File: config.mk
export PLATFORM = sky130hd
export DESIGN_NAME = digi_ota_array
export DESIGN_NICKNAME = d
export VERILOG_FILES = /design/src/rtl/digi_ota_pkg.sv /design/src/rtl/digi_ota_chan.sv /design/src/rtl/digi_ota_array.sv
export SDC_FILE = /design/constraint.sdc
export NUM_CORES = 1
export LEC_CHECK = 0
export CORE_ASPECT_RATIO = 1.75
export CORE_MARGIN = 1.5
export CORE_UTILIZATION = 35
export CTS_BUF_LIST = sky130_fd_sc_hd__clkbuf_16
export CTS_CLUSTER_DIAMETER = 200
export DETAILED_ROUTE_END_ITERATION = 10
export PLACE_DENSITY = 0.63
export SLEW_MARGIN = 10
export SYNTH_ARGS = -nofsm -noshare
export SYNTH_HDL_FRONTEND = slang
export SYNTH_SLANG_ARGS = --single-unit
File: constraint.sdc
create_clock -name clk -period 2.3 [get_ports clk]
set_clock_uncertainty 0.15 [all_clocks]
set_input_delay 0.23 -clock clk [delete_from_list [all_inputs] [get_ports clk]]
set_output_delay 0.23 -clock clk [all_outputs]
set_load 0.01 [all_outputs]
File: src/rtl/digi_ota_pkg.sv
// Shared types and helpers for the clocked digital OTA channel array.
// Latency: n/a (types, constants and pure functions only).
// Backpressure: n/a.
//
// Contents: channel FSM state enum, popcount used by the shared event
// counter, and a parameter-range predicate checked at elaboration.
package digi_ota_pkg;

  // Channel decision FSM: HOLD keeps the committed output, PEND is counting
  // consecutive qualifying cycles towards a new decision.
  typedef enum logic {
    HOLD = 1'b0,
    PEND = 1'b1
  } chan_state_e;

  localparam int MAX_CHANNELS = 8;
  localparam int MAX_DEBOUNCE = 15;

  // Number of set bits; sized for the widest legal channel count.
  function automatic logic [3:0] popcount(input logic [MAX_CHANNELS-1:0] bits);
    logic [3:0] n;
    n = '0;
    for (int i = 0; i < MAX_CHANNELS; i++) begin
      n = n + {3'b000, bits[i]};
    end
    return n;
  endfunction

  // True when every array parameter is inside its supported range.
  function automatic bit params_ok(input int channels,
                                   input int sync_stages,
                                   input int debounce,
                                   input int count_w);
    return (channels >= 1) && (channels <= MAX_CHANNELS) &&
           (sync_stages >= 2) &&
           (debounce >= 1) && (debounce <= MAX_DEBOUNCE) &&
           (count_w >= 1);
  endfunction

endpackage

File: src/rtl/digi_ota_chan.sv
// One comparator channel: synchronise vip/vin, debounce, hold on common-mode.
// Latency: out_oe at SYNC_STAGES+1 edges, out/evt at SYNC_STAGES+DEBOUNCE (filtered) or SYNC_STAGES+1 (transparent).
// Backpressure: none; outputs are free-running registered levels and pulses.
//
// Ports: clk, rst_n (async, active-low), ena (freeze FSM when 0), mode
// (1 = transparent), vip/vin (asynchronous pad inputs), out (decision),
// out_oe (synchronised vip^vin), evt (one-cycle pulse when out changes).
module digi_ota_chan
  import digi_ota_pkg::*;
#(
  parameter int SYNC_STAGES = 2,
  parameter int DEBOUNCE    = 3
) (
  input  logic clk,
  input  logic rst_n,
  input  logic ena,
  input  logic mode,
  input  logic vip,
  input  logic vin,
  output logic out,
  output logic out_oe,
  output logic evt
);

  localparam int              CNT_W     = $clog2(DEBOUNCE + 1);
  localparam logic [CNT_W-1:0] CNT_LAST = CNT_W'(DEBOUNCE - 1);
  localparam logic [CNT_W-1:0] CNT_ONE  = CNT_W'(1);
  // With a single-cycle debounce the first qualifying cycle already commits.
  localparam bit              IMMEDIATE = (DEBOUNCE == 1);

  logic [SYNC_STAGES-1:0] vip_sync;
  logic [SYNC_STAGES-1:0] vin_sync;
  logic                   vip_s;
  logic                   vin_s;
  logic                   diff;
  logic                   qualify;

  chan_state_e            state;
  logic [CNT_W-1:0]       cnt;

  // Synchronisers keep running regardless of ena so out_oe stays live.
  always_ff @(posedge clk or negedge rst_n) begin
    if (!rst_n) begin
      vip_sync <= '0;
      vin_sync <= '0;
    end else begin
      vip_sync <= {vip_sync[SYNC_STAGES-2:0], vip};
      vin_sync <= {vin_sync[SYNC_STAGES-2:0], vin};
    end
  end

  assign vip_s = vip_sync[SYNC_STAGES-1];
  assign vin_s = vin_sync[SYNC_STAGES-1];
  assign diff  = vip_s ^ vin_s;

  // A cycle only counts towards a new decision when the pair is
  // differential and points away from the currently committed output.
  // Common-mode inputs never qualify, which is what latches out.
  assign qualify = ena && diff && (vip_s != out);

  always_ff @(posedge clk or negedge rst_n) begin
    if (!rst_n) begin
      state  <= HOLD;
      cnt    <= '0;
      out    <= 1'b0;
      out_oe <= 1'b0;
      evt    <= 1'b0;
    end else begin
      out_oe <= diff;
      evt    <= 1'b0;
      if (ena) begin
        case (state)
          HOLD: begin
            if (qualify) begin
              if (mode || IMMEDIATE) begin
                out <= vip_s;
                evt <= 1'b1;
              end else begin
                state <= PEND;
                cnt   <= CNT_ONE;
              end
            end
          end
          PEND: begin
            if (qualify) begin
              // Switching to transparent mode mid-count commits at once.
              if (mode || (cnt == CNT_LAST)) begin
                out   <= vip_s;
                evt   <= 1'b1;
                cnt   <= '0;
                state <= HOLD;
              end else begin
                cnt <= cnt + CNT_ONE;
              end
            end else begin
              // Inputs went common-mode or fell back to out: drop the
              // pending decision.
              cnt   <= '0;
              state <= HOLD;
            end
          end
          default: begin
            cnt   <= '0;
            state <= HOLD;
          end
        endcase
      end
    end
  end

endmodule

File: src/rtl/digi_ota_array.sv
// Multi-channel clocked digital OTA with a shared wrapping event counter.
// Latency: per-channel as digi_ota_chan; evt_total follows an evt pulse by one edge.
// Backpressure: none; outputs are free-running registered levels and pulses.
//
// Ports: clk, rst_n (async, active-low), ena (freeze channel FSMs and the
// counter), mode (1 = transparent), clr (synchronous clear of evt_total,
// beats same-cycle events), vip/vin[CHANNELS] (asynchronous pad inputs),
// out/out_oe/evt[CHANNELS] (per-channel outputs), evt_total[COUNT_W].
module digi_ota_array
  import digi_ota_pkg::*;
#(
  parameter int CHANNELS    = 2,
  parameter int SYNC_STAGES = 2,
  parameter int DEBOUNCE    = 3,
  parameter int COUNT_W     = 8
) (
  input  logic                clk,
  input  logic                rst_n,
  input  logic                ena,
  input  logic                mode,
  input  logic                clr,
  input  logic [CHANNELS-1:0] vip,
  input  logic [CHANNELS-1:0] vin,
  output logic [CHANNELS-1:0] out,
  output logic [CHANNELS-1:0] out_oe,
  output logic [CHANNELS-1:0] evt,
  output logic [COUNT_W-1:0]  evt_total
);

  if (!params_ok(CHANNELS, SYNC_STAGES, DEBOUNCE, COUNT_W)) begin : g_bad_params
    $error("digi_ota_array: parameter out of supported range");
  end

  for (genvar ch = 0; ch < CHANNELS; ch++) begin : g_chan
    digi_ota_chan #(
      .SYNC_STAGES (SYNC_STAGES),
      .DEBOUNCE    (DEBOUNCE)
    ) u_chan (
      .clk    (clk),
      .rst_n  (rst_n),
      .ena    (ena),
      .mode   (mode),
      .vip    (vip[ch]),
      .vin    (vin[ch]),
      .out    (out[ch]),
      .out_oe (out_oe[ch]),
      .evt    (evt[ch])
    );
  end

  logic [MAX_CHANNELS-1:0] evt_wide;
  logic [COUNT_W-1:0]      evt_inc;

  assign evt_wide = MAX_CHANNELS'(evt);
  // Narrow counters simply keep the low bits: the count wraps either way.
  assign evt_inc  = COUNT_W'(popcount(evt_wide));

  always_ff @(posedge clk or negedge rst_n) begin
    if (!rst_n) begin
      evt_total <= '0;
    end else if (clr) begin
      evt_total <= '0;
    end else if (ena) begin
      evt_total <= evt_total + evt_inc;
    end
  end

endmodule
# After elaboration in Yosys (flattened, before gate mapping)
# Cells that the tools add are included.
# classes
addsub,4
n_mul,0
div_mod_pow,0
magnitude_cmp,0
eq_ne,14
n_shift,0
mux,41
bitwise,4
reduce_logical,11
# op_table
cell,count
$mux W1,24
$mux W8,2
$mux W2,7
$ne A2 B2 Y1 const B,6
$pmux W1 S2,6
$reduce_and A5 Y1,2
$add A8 B2 Y8,1
$ne A2 B1 Y1 const B,4
$pmux W2 S2,2
$reduce_and A3 Y1,2
$add A2 B1 Y2 const B,2
$eq A2 B2 Y1 const B,2
$logic_and A1 B1 Y1,4
$add A1 B1 Y2,1
$logic_or A1 B1 Y1,2
$ne A1 B1 Y1,2
$not A1 Y1,2
$reduce_bool A2 Y1,1
$xor A1 B1 Y1,2
# totals
register_bits,28
latchBits,0
ramBits,0
rom_bits,0
in_bits,9
output_inout_bits,14
elab_cells,89
mem_count,0

# Logic depth before layout (Yosys ltp)
# Gate-level depths: netlist of run 1.
# depth
ltp_word,6
depth_mapped,5
ltp_nobuf,5

# Cells and area by module
# From an unflattened synthesis of run 1, not the netlist that was laid out.
# hier_totals
hier_cells,94
hier_area_um2,1174.9
# by_module_without_submodules
mod,instances,cells_each,area_per_inst_um2,seq_area_each_um2
digi_ota_chan,2,28,376.6,250.2
digi_ota_array,1,38,421.7,200.2

# Worst setup path before layout of run 1
# Ideal clock, no wire load.
# synth_timing
path_type,flip-flop to flip-flop
start,register evt_total[0]
end,register evt_total[4]
setup_ps,128
arrival_ps,1361
t_required_ps,2022
slack_ps,661
stages_incl_launch_ff,6
path_buffers,0
period_less_slack_ps,1639
cell_sequence,dfrtp_1 > fa_1 > ha_1 > nand4_1 > xor2_1 > nor2_1
# synth_between
elab_chain_cells,3
# synth_rtl
element,line_no,text
"start, declared",digi_ota_array.sv:27,output logic [COUNT_W-1:0] evt_total
"start signal, assigned",digi_ota_array.sv:64,evt_total <= evt_total + evt_inc;
$add A8 B2 Y8,digi_ota_array.sv:64,
$mux W8,digi_ota_array.sv:63,end else if (ena) begin
$mux W8,digi_ota_array.sv:61,end else if (clr) begin
# Every way passes these cells. The select of a mux whose other input is x is not followed.
# A chain may end at the register's enable or synchronous reset.

# Worst setup path after layout of run 1
# Same ends and word-level chain as after synthesis.

==> metrics.txt, run 1 <==
Setup CP Type flop to flop; Post-DRT Antenna Nets 0; clock tree sinks 28; port bufs 22; gr ovfl total 0; Hold Crit Class input pin to asynchronous set/reset pin; Initial Util 0.363; WL final a little over 2000 um; Post-Place Cell Area 1450 um2; DRC 0; synthesized instance count about 100; CTS resizes 0; Filler Cell Count 310; design area 1550 um2; Vias/cell 4.92; setup TNS 0 ns; Rel. slew slack 0.763; Reg clk slew, reported paths 0.07 ns; Critical Path RT approximately 2.3 ns; Max Slew Vio Count 0; Post-Synthesis Net Count 116; final hold viol count 0; Rows 28; top cells by area, synth dfrtp_1 (58%), mux2i_1 (4.1%), buf_4 (3.7%); Yosys cell types 30; CP Data Arrival Time 1.70 ns; final setup vio count 0; Sequential Power Share 0.463; Yosys Warn Count 0; sw frac 0.214; first-pass GRT wire length 3310 um; minimum clock period 1.71 ns; unrepaired setup endpoints after global routing no; Ports 23; top cells by count, synth dfrtp_1 (28), a21oi_1 (8), buf_4 (6), inv_1 (6), nor2_1 (6); die height 80.7 um; clock tree buffer depth 2; CTS Buf Count 3; non-filler cells, final 168; crit-path max FO 3; Max Cap Violations 0; peak supply drop 0.387 mV; Yosys top cell area share 0.580; Routed WL per cell 12.3 um; sequential-to-total area share from yosys stat 0.580; clk root buf clkbuf_16; vias in the first global route between 700 and 800; drt pass-1 iters 4; #FFs+latches synth 28; Final Net Count 137; most frequent cell after synthesis dfrtp_1; Synth area leader dfrtp_1; Comb pwr share 0.132; Area Growth Syn to Fin 28.4%; cts-stage hold buffer count 0; Synth Cell Area roughly 1200 um2; post-CTS setup-driven buffer insertion count 0; Post-synth top flop dfrtp_1; DRT iter0 DRCs 13; GRT Total Usage 0.120; core area about 3300 um2; gpl congestion 0.680; H-tree levels 1; TritonCTS clock tree done; critical path launch point type flop; largest net degree at the start of global routing 29; Fmax approximately 590 MHz; ys async rst share 1.00; multi-input logic area between 400 and 500 um2; initial antenna violation count 0; Placed Cells about 160; Clock Latency Late Sink 0.26 ns; via count about 830; Sw Pwr 0.265 mW; die width 47.4 um; layout cell share with drive strength beyond 1 0.0650; outcome finished, final reports clean; R2R Setup Slk 0.59 ns; static leakage between 0.6 and 0.7 nW; flip-flop and latch area 701 um2; Mapped Avg Cell Area 11.7 um2; final hold slack 0.187 ns; period utilisation layout 0.742; Clock Power Share 0.405; DP HPWL 1570 um; P_int 0.976 mW; PwrDens 801 nW/um2; die area around 3800 um2; CP Capture Type flop; Inserted Diodes 0; Worst-Margin Slew 0.356 ns; EDFF count, synth 0
==> final cells by class <==
class,instances,share of cell area
clock inverters,1,0.0194
flip-flops and latches,28,0.452
clock buffers,3,0.0484
inverters,6,0.0145
repair buffers,24,0.152
multi-input cells,61,0.278
well taps,45,0.0363
==> stage by stage <==
| step | power [mW] | setup WS (ns) | utilization |
|---|---|---|---|
| 2_1_floorplan | 0.686 | 0.661 | - |
| 4_1_cts | 1.26 | 0.585 | 0.466 |
| 3_3_place_gp | 0.742 | 0.438 | 0.434 |
| 3_5_place_dp | 0.750 | 0.440 | 0.434 |
| 5_1_grt | 1.30 | 0.509 | 0.466 |
| 6_report | 1.24 | 0.594 | 0.466 |
==> power groups by stage <==
| stage | combinational (mW) | clock, mW | sequential, mW |
|---|---|---|---|
| after global routing | 0.181 | 0.537 | 0.583 |
| after floorplan | 0.109 | 0 | 0.577 |
| final | 0.163 | 0.503 | 0.575 |
| after CTS | 0.167 | 0.517 | 0.575 |
| after detailed placement | 0.166 | 0 | 0.584 |
| after global placement | 0.161 | 0 | 0.582 |
==> layout by cell type (no fill, tap or decap) <==
master            n
or3_1             4
and2_1            1
nor2_1            6
a21oi_1           8
nand4_1           2
o21ai_0           5
xor2_1            5
nand2_1           5
a211oi_1          1
nand4b_1          1
nand4bb_1         1
a21bo_2           1
fa_1              1
or3b_1            1
bufinv_16         1
o31ai_1           2
a2bb2oi_1         1
a211o_1           1
mux2_2            1
mux2i_1           5
nor3b_1           1
or4_1             1
o22ai_1           1
nand3b_1          1
ha_1              3
buf_4             2
inv_1             6
nand3_1           2
dfrtp_1          28
clkdlybuf4s50_1  22
clkbuf_16         3
==> cell families (layout without fill, tap and decap cells) <==
family | count (synthesis) | count (layout) | synth area share
adder cells (fa/ha/maj) | 4 | 4 | 0.0477
XOR/XNOR | 5 | 5 | 0.0363
multiplexers | 6 | 6 | 0.0508
flip-flops | 28 | 28 | 0.580
AO/OA/AOI/OAI | 20 | 20 | 0.101
AND/OR/NAND/NOR | 26 | 26 | 0.121
buffers and inverters | 14 | 34 | 0.0632
==> worst max-delay path, cell delays in order (launching register included) <==
cell and delay (ns):
dfrtp_1 0.41, fa_1 0.49, ha_1 0.23, nand4_1 0.11, xor2_1 0.14, nor2_1 0.05
==> worst paths after layout <==
path,startpoint,cells past startpoint,end
min reg2reg,g_chan[0].u_chan.vip_sync[0]$_DFF_PN0_,0,g_chan[0].u_chan.vip_sync[1]$_DFF_PN0_
min in group clk,g_chan[0].u_chan.vip_sync[0]$_DFF_PN0_,0,g_chan[0].u_chan.vip_sync[1]$_DFF_PN0_
min,rst_n,2,g_chan[1].u_chan.cnt[0]$_DFFE_PN0P_
max,evt_total[0]$_DFFE_PN0P_,5,evt_total[4]$_DFFE_PN0P_
max in group asynchronous,rst_n,2,g_chan[0].u_chan.cnt[1]$_DFFE_PN0P_
max reg2reg,evt_total[0]$_DFFE_PN0P_,5,evt_total[4]$_DFFE_PN0P_
==> flip-flops by register name, summed over array words and instances, names as in the netlist <==
register / count
g_chan.u_chan.evt: 2
g_chan.u_chan.out_oe: 2
evt_total: 8
g_chan.u_chan.cnt: 4
g_chan.u_chan.vin_sync: 4
g_chan.u_chan.state: 2
g_chan.u_chan.vip_sync: 4
g_chan.u_chan.out: 2
==> routing by layer <==
| metal | up-vias | track usage | share of wire |
|---|---|---|---|
| li1 | 396 | - | - |
| met1 | 403 | 0.135 | 0.39 |
| met2 | 22 | 0.204 | 0.55 |
| met3 | 5 | 0.0202 | 0.041 |
| met4 | 0 | 0.0639 | 0.022 |
| met5 | - | 0 | 0 |
(Power assumes the default switching activity.)
==> run 2, diff against run 1 <==
clock period = 1.6 ns   (was 2.3 ns; I/O delays follow)
==> metrics.txt, run 2 (synthesized netlist as in run 1, its figures left out) <==
initial antenna violation count 0 (unchanged); CTS Buf Count 3 (unchanged); Largest Register evt_total; sw frac 0.238 (+0.0239); Post-Place Cell Area 1520 um2 (+5.4%); clock tree buffer depth 2 (unchanged); setup TNS -0.00614 ns (-0.00614 ns); Final Net Count 148 (+8.0%); worst r2r dst evt_total[6]$_DFFE_PN0P_; multi-input logic area 439 um2 (+2.0%); Comb pwr share 0.161 (+0.029); outcome complete, but fails checks; DRT iter0 DRCs 26 (+13); core area 3330 um2 (unchanged); Rows 28 (unchanged); R2R depth 5 (unchanged); die width 47.4 um (unchanged); Clock Latency Late Sink 0.26 ns (about the same); clock tree sinks 28 (unchanged); die height 80.7 um (unchanged); Hold Crit Class input pin to asynchronous set/reset pin; H-tree levels 1 (unchanged); minimum clock period 1.61 ns (-0.100 ns); Placed Cells 174 (+6.1%); PwrDens 1020 nW/um2 (+28%); final hold viol count 0 (unchanged); non-filler cells, final 179 (+6.5%); failing checks setup timing; first-pass GRT wire length 3750 um (+13%); via count 884 (+7.0%); Post-DRT Antenna Nets 0 (unchanged); Area Growth Syn to Fin 33.8%; final worst slack -0.00533 ns (-0.600 ns); peak supply drop 0.700 mV (+81%); vias in the first global route 900 (+15%); Filler Cell Count 317 (+2.3%); critical path launch point type flop; Routed WL per cell 12.8 um (+4.4%); Inserted Diodes 0 (unchanged); Worst-Margin Slew 0.356 ns (-0.0000495 ns); flip-flop and latch area 701 um2 (unchanged); CP Capture Type flop; static leakage 0.705 nW (+5.1%); Critical path origin g_chan[1].u_chan.evt$_DFF_PN0_; DP HPWL 1790 um (+14%); unrepaired setup endpoints after global routing yes; WL final 2300 um (+11%); gpl congestion 0.774 (+14%); layout cell share with drive strength beyond 1 0.157 (+0.0917); R2R Setup Slk -0.005 ns (-0.60 ns); Initial Util 0.363 (unchanged); Reg clk slew, reported paths 0.06 ns (about the same); worst slack, placed -0.144 ns (-0.584 ns); drt pass-1 iters 4 (unchanged); clk root buf clkbuf_16; Critical Path Sink evt_total[6]$_DFFE_PN0P_; Max Cap Violations 0 (unchanged); most frequent cells in the layout dfrtp_1 (28), clkdlybuf4s50_1 (22), buf_4 (13); commonest non-fill, non-tap cell in the layout dfrtp_1; Ports 23 (unchanged); period utilisation layout 1.00 (+0.262); Vias/cell 4.94 (+0.45%); DRC 0 (unchanged); P_int 1.26 mW (+29%); crit-path max FO 3 (unchanged); TritonCTS clock tree done; final setup vio count 2 (+2); CP Data Arrival Time 1.64 ns (-0.06 ns); largest net degree at the start of global routing 29 (unchanged); GRT Total Usage 0.139 (+0.0186); design area 1620 um2 (+4.2%); Setup CP Type flop to flop; Critical Path RT 1.63 ns (-0.66 ns); die area 3830 um2 (unchanged); RR Startpoint g_chan[1].u_chan.evt$_DFF_PN0_; port bufs 22 (unchanged); max reg flops 8 (unchanged); Sequential Power Share 0.500 (+0.037); Fmax 623 MHz (+6.3%); Clock Power Share 0.340 (-0.065); gr ovfl total 0 (unchanged); Max Slew Vio Count 0 (unchanged); Rel. slew slack 0.763 (about the same); Sw Pwr 0.392 mW (+48%)
==> run 2: cell types whose count changed in the layout (fill, tap and decap cells not counted), sizes merged <==
cell / before / now
buf: 2 / 13
bufinv: 1 / 0
clkinv: 0 / 1
==> run 2: worst min path at each step <==
stage                                           start                                     end  slack [ns]  depth (start not counted)
2_1_floorplan                                   rst_n                evt_total[0]$_DFFE_PN0P_       -0.29                          0
3_3_place_gp   g_chan[0].u_chan.vin_sync[0]$_DFF_PN0_  g_chan[0].u_chan.vin_sync[1]$_DFF_PN0_        0.18                          0
3_5_place_dp   g_chan[1].u_chan.vin_sync[0]$_DFF_PN0_  g_chan[1].u_chan.vin_sync[1]$_DFF_PN0_        0.19                          0
4_1_cts                                         rst_n                evt_total[3]$_DFFE_PN0P_        0.14                          2
5_1_grt                                         rst_n                evt_total[3]$_DFFE_PN0P_        0.18                          2
6_report                                        rst_n                evt_total[3]$_DFFE_PN0P_        0.13                          2
==> run 2: layout make-up <==
class | count | share of cell area
clock buffers | 3 | 0.0465
inverters | 6 | 0.0139
flip-flops and latches | 28 | 0.434
multi-input cells | 61 | 0.272
repair buffers | 35 | 0.197
clock inverters | 1 | 0.00232
well taps | 45 | 0.0349
==> run 2: critical path: stages, from the launching register on <==
cell	delay [ns]
dfrtp_1	0.40
fa_2	0.24
ha_2	0.20
nand3_1	0.09
or3_1	0.31
a21oi_1	0.14
==> run 2: timing repair <==
item,CTS,global route
endpoints found under the hold margin,0,0
hold buffers,0,0
endpoints found under the setup margin,5,9
pin swaps,1,1
buffers inserted,0,1
resized for setup,1,2
==> run 2: routing by layer <==
metal,GRT usage,up-vias,wire length [um],part of all wire
met3,0.0202,9,73,0.032
met5,0,-,0,0
met2,0.235,25,1300,0.57
met1,0.142,436,833,0.36
li1,-,414,-,-
met4,0.106,0,89,0.039
==> run 2: stage by stage <==
step	power [mW]	util	hold slack (ns)
after CTS	1.67	0.482	0.144
after global placement	1.08	0.458	0.183
final	1.65	0.485	0.127
after global routing	1.74	0.485	0.178
after detailed placement	1.11	0.458	0.191
after floorplan	0.987	-	-0.286
==> run 2: power groups by stage <==
stage	combinational, mW	clock, mW	sequential (mW)
2_1_floorplan	0.157	0	0.830
3_3_place_gp	0.248	0	0.832
3_5_place_dp	0.271	0	0.837
4_1_cts	0.273	0.573	0.825
5_1_grt	0.299	0.612	0.831
6_report	0.265	0.560	0.824
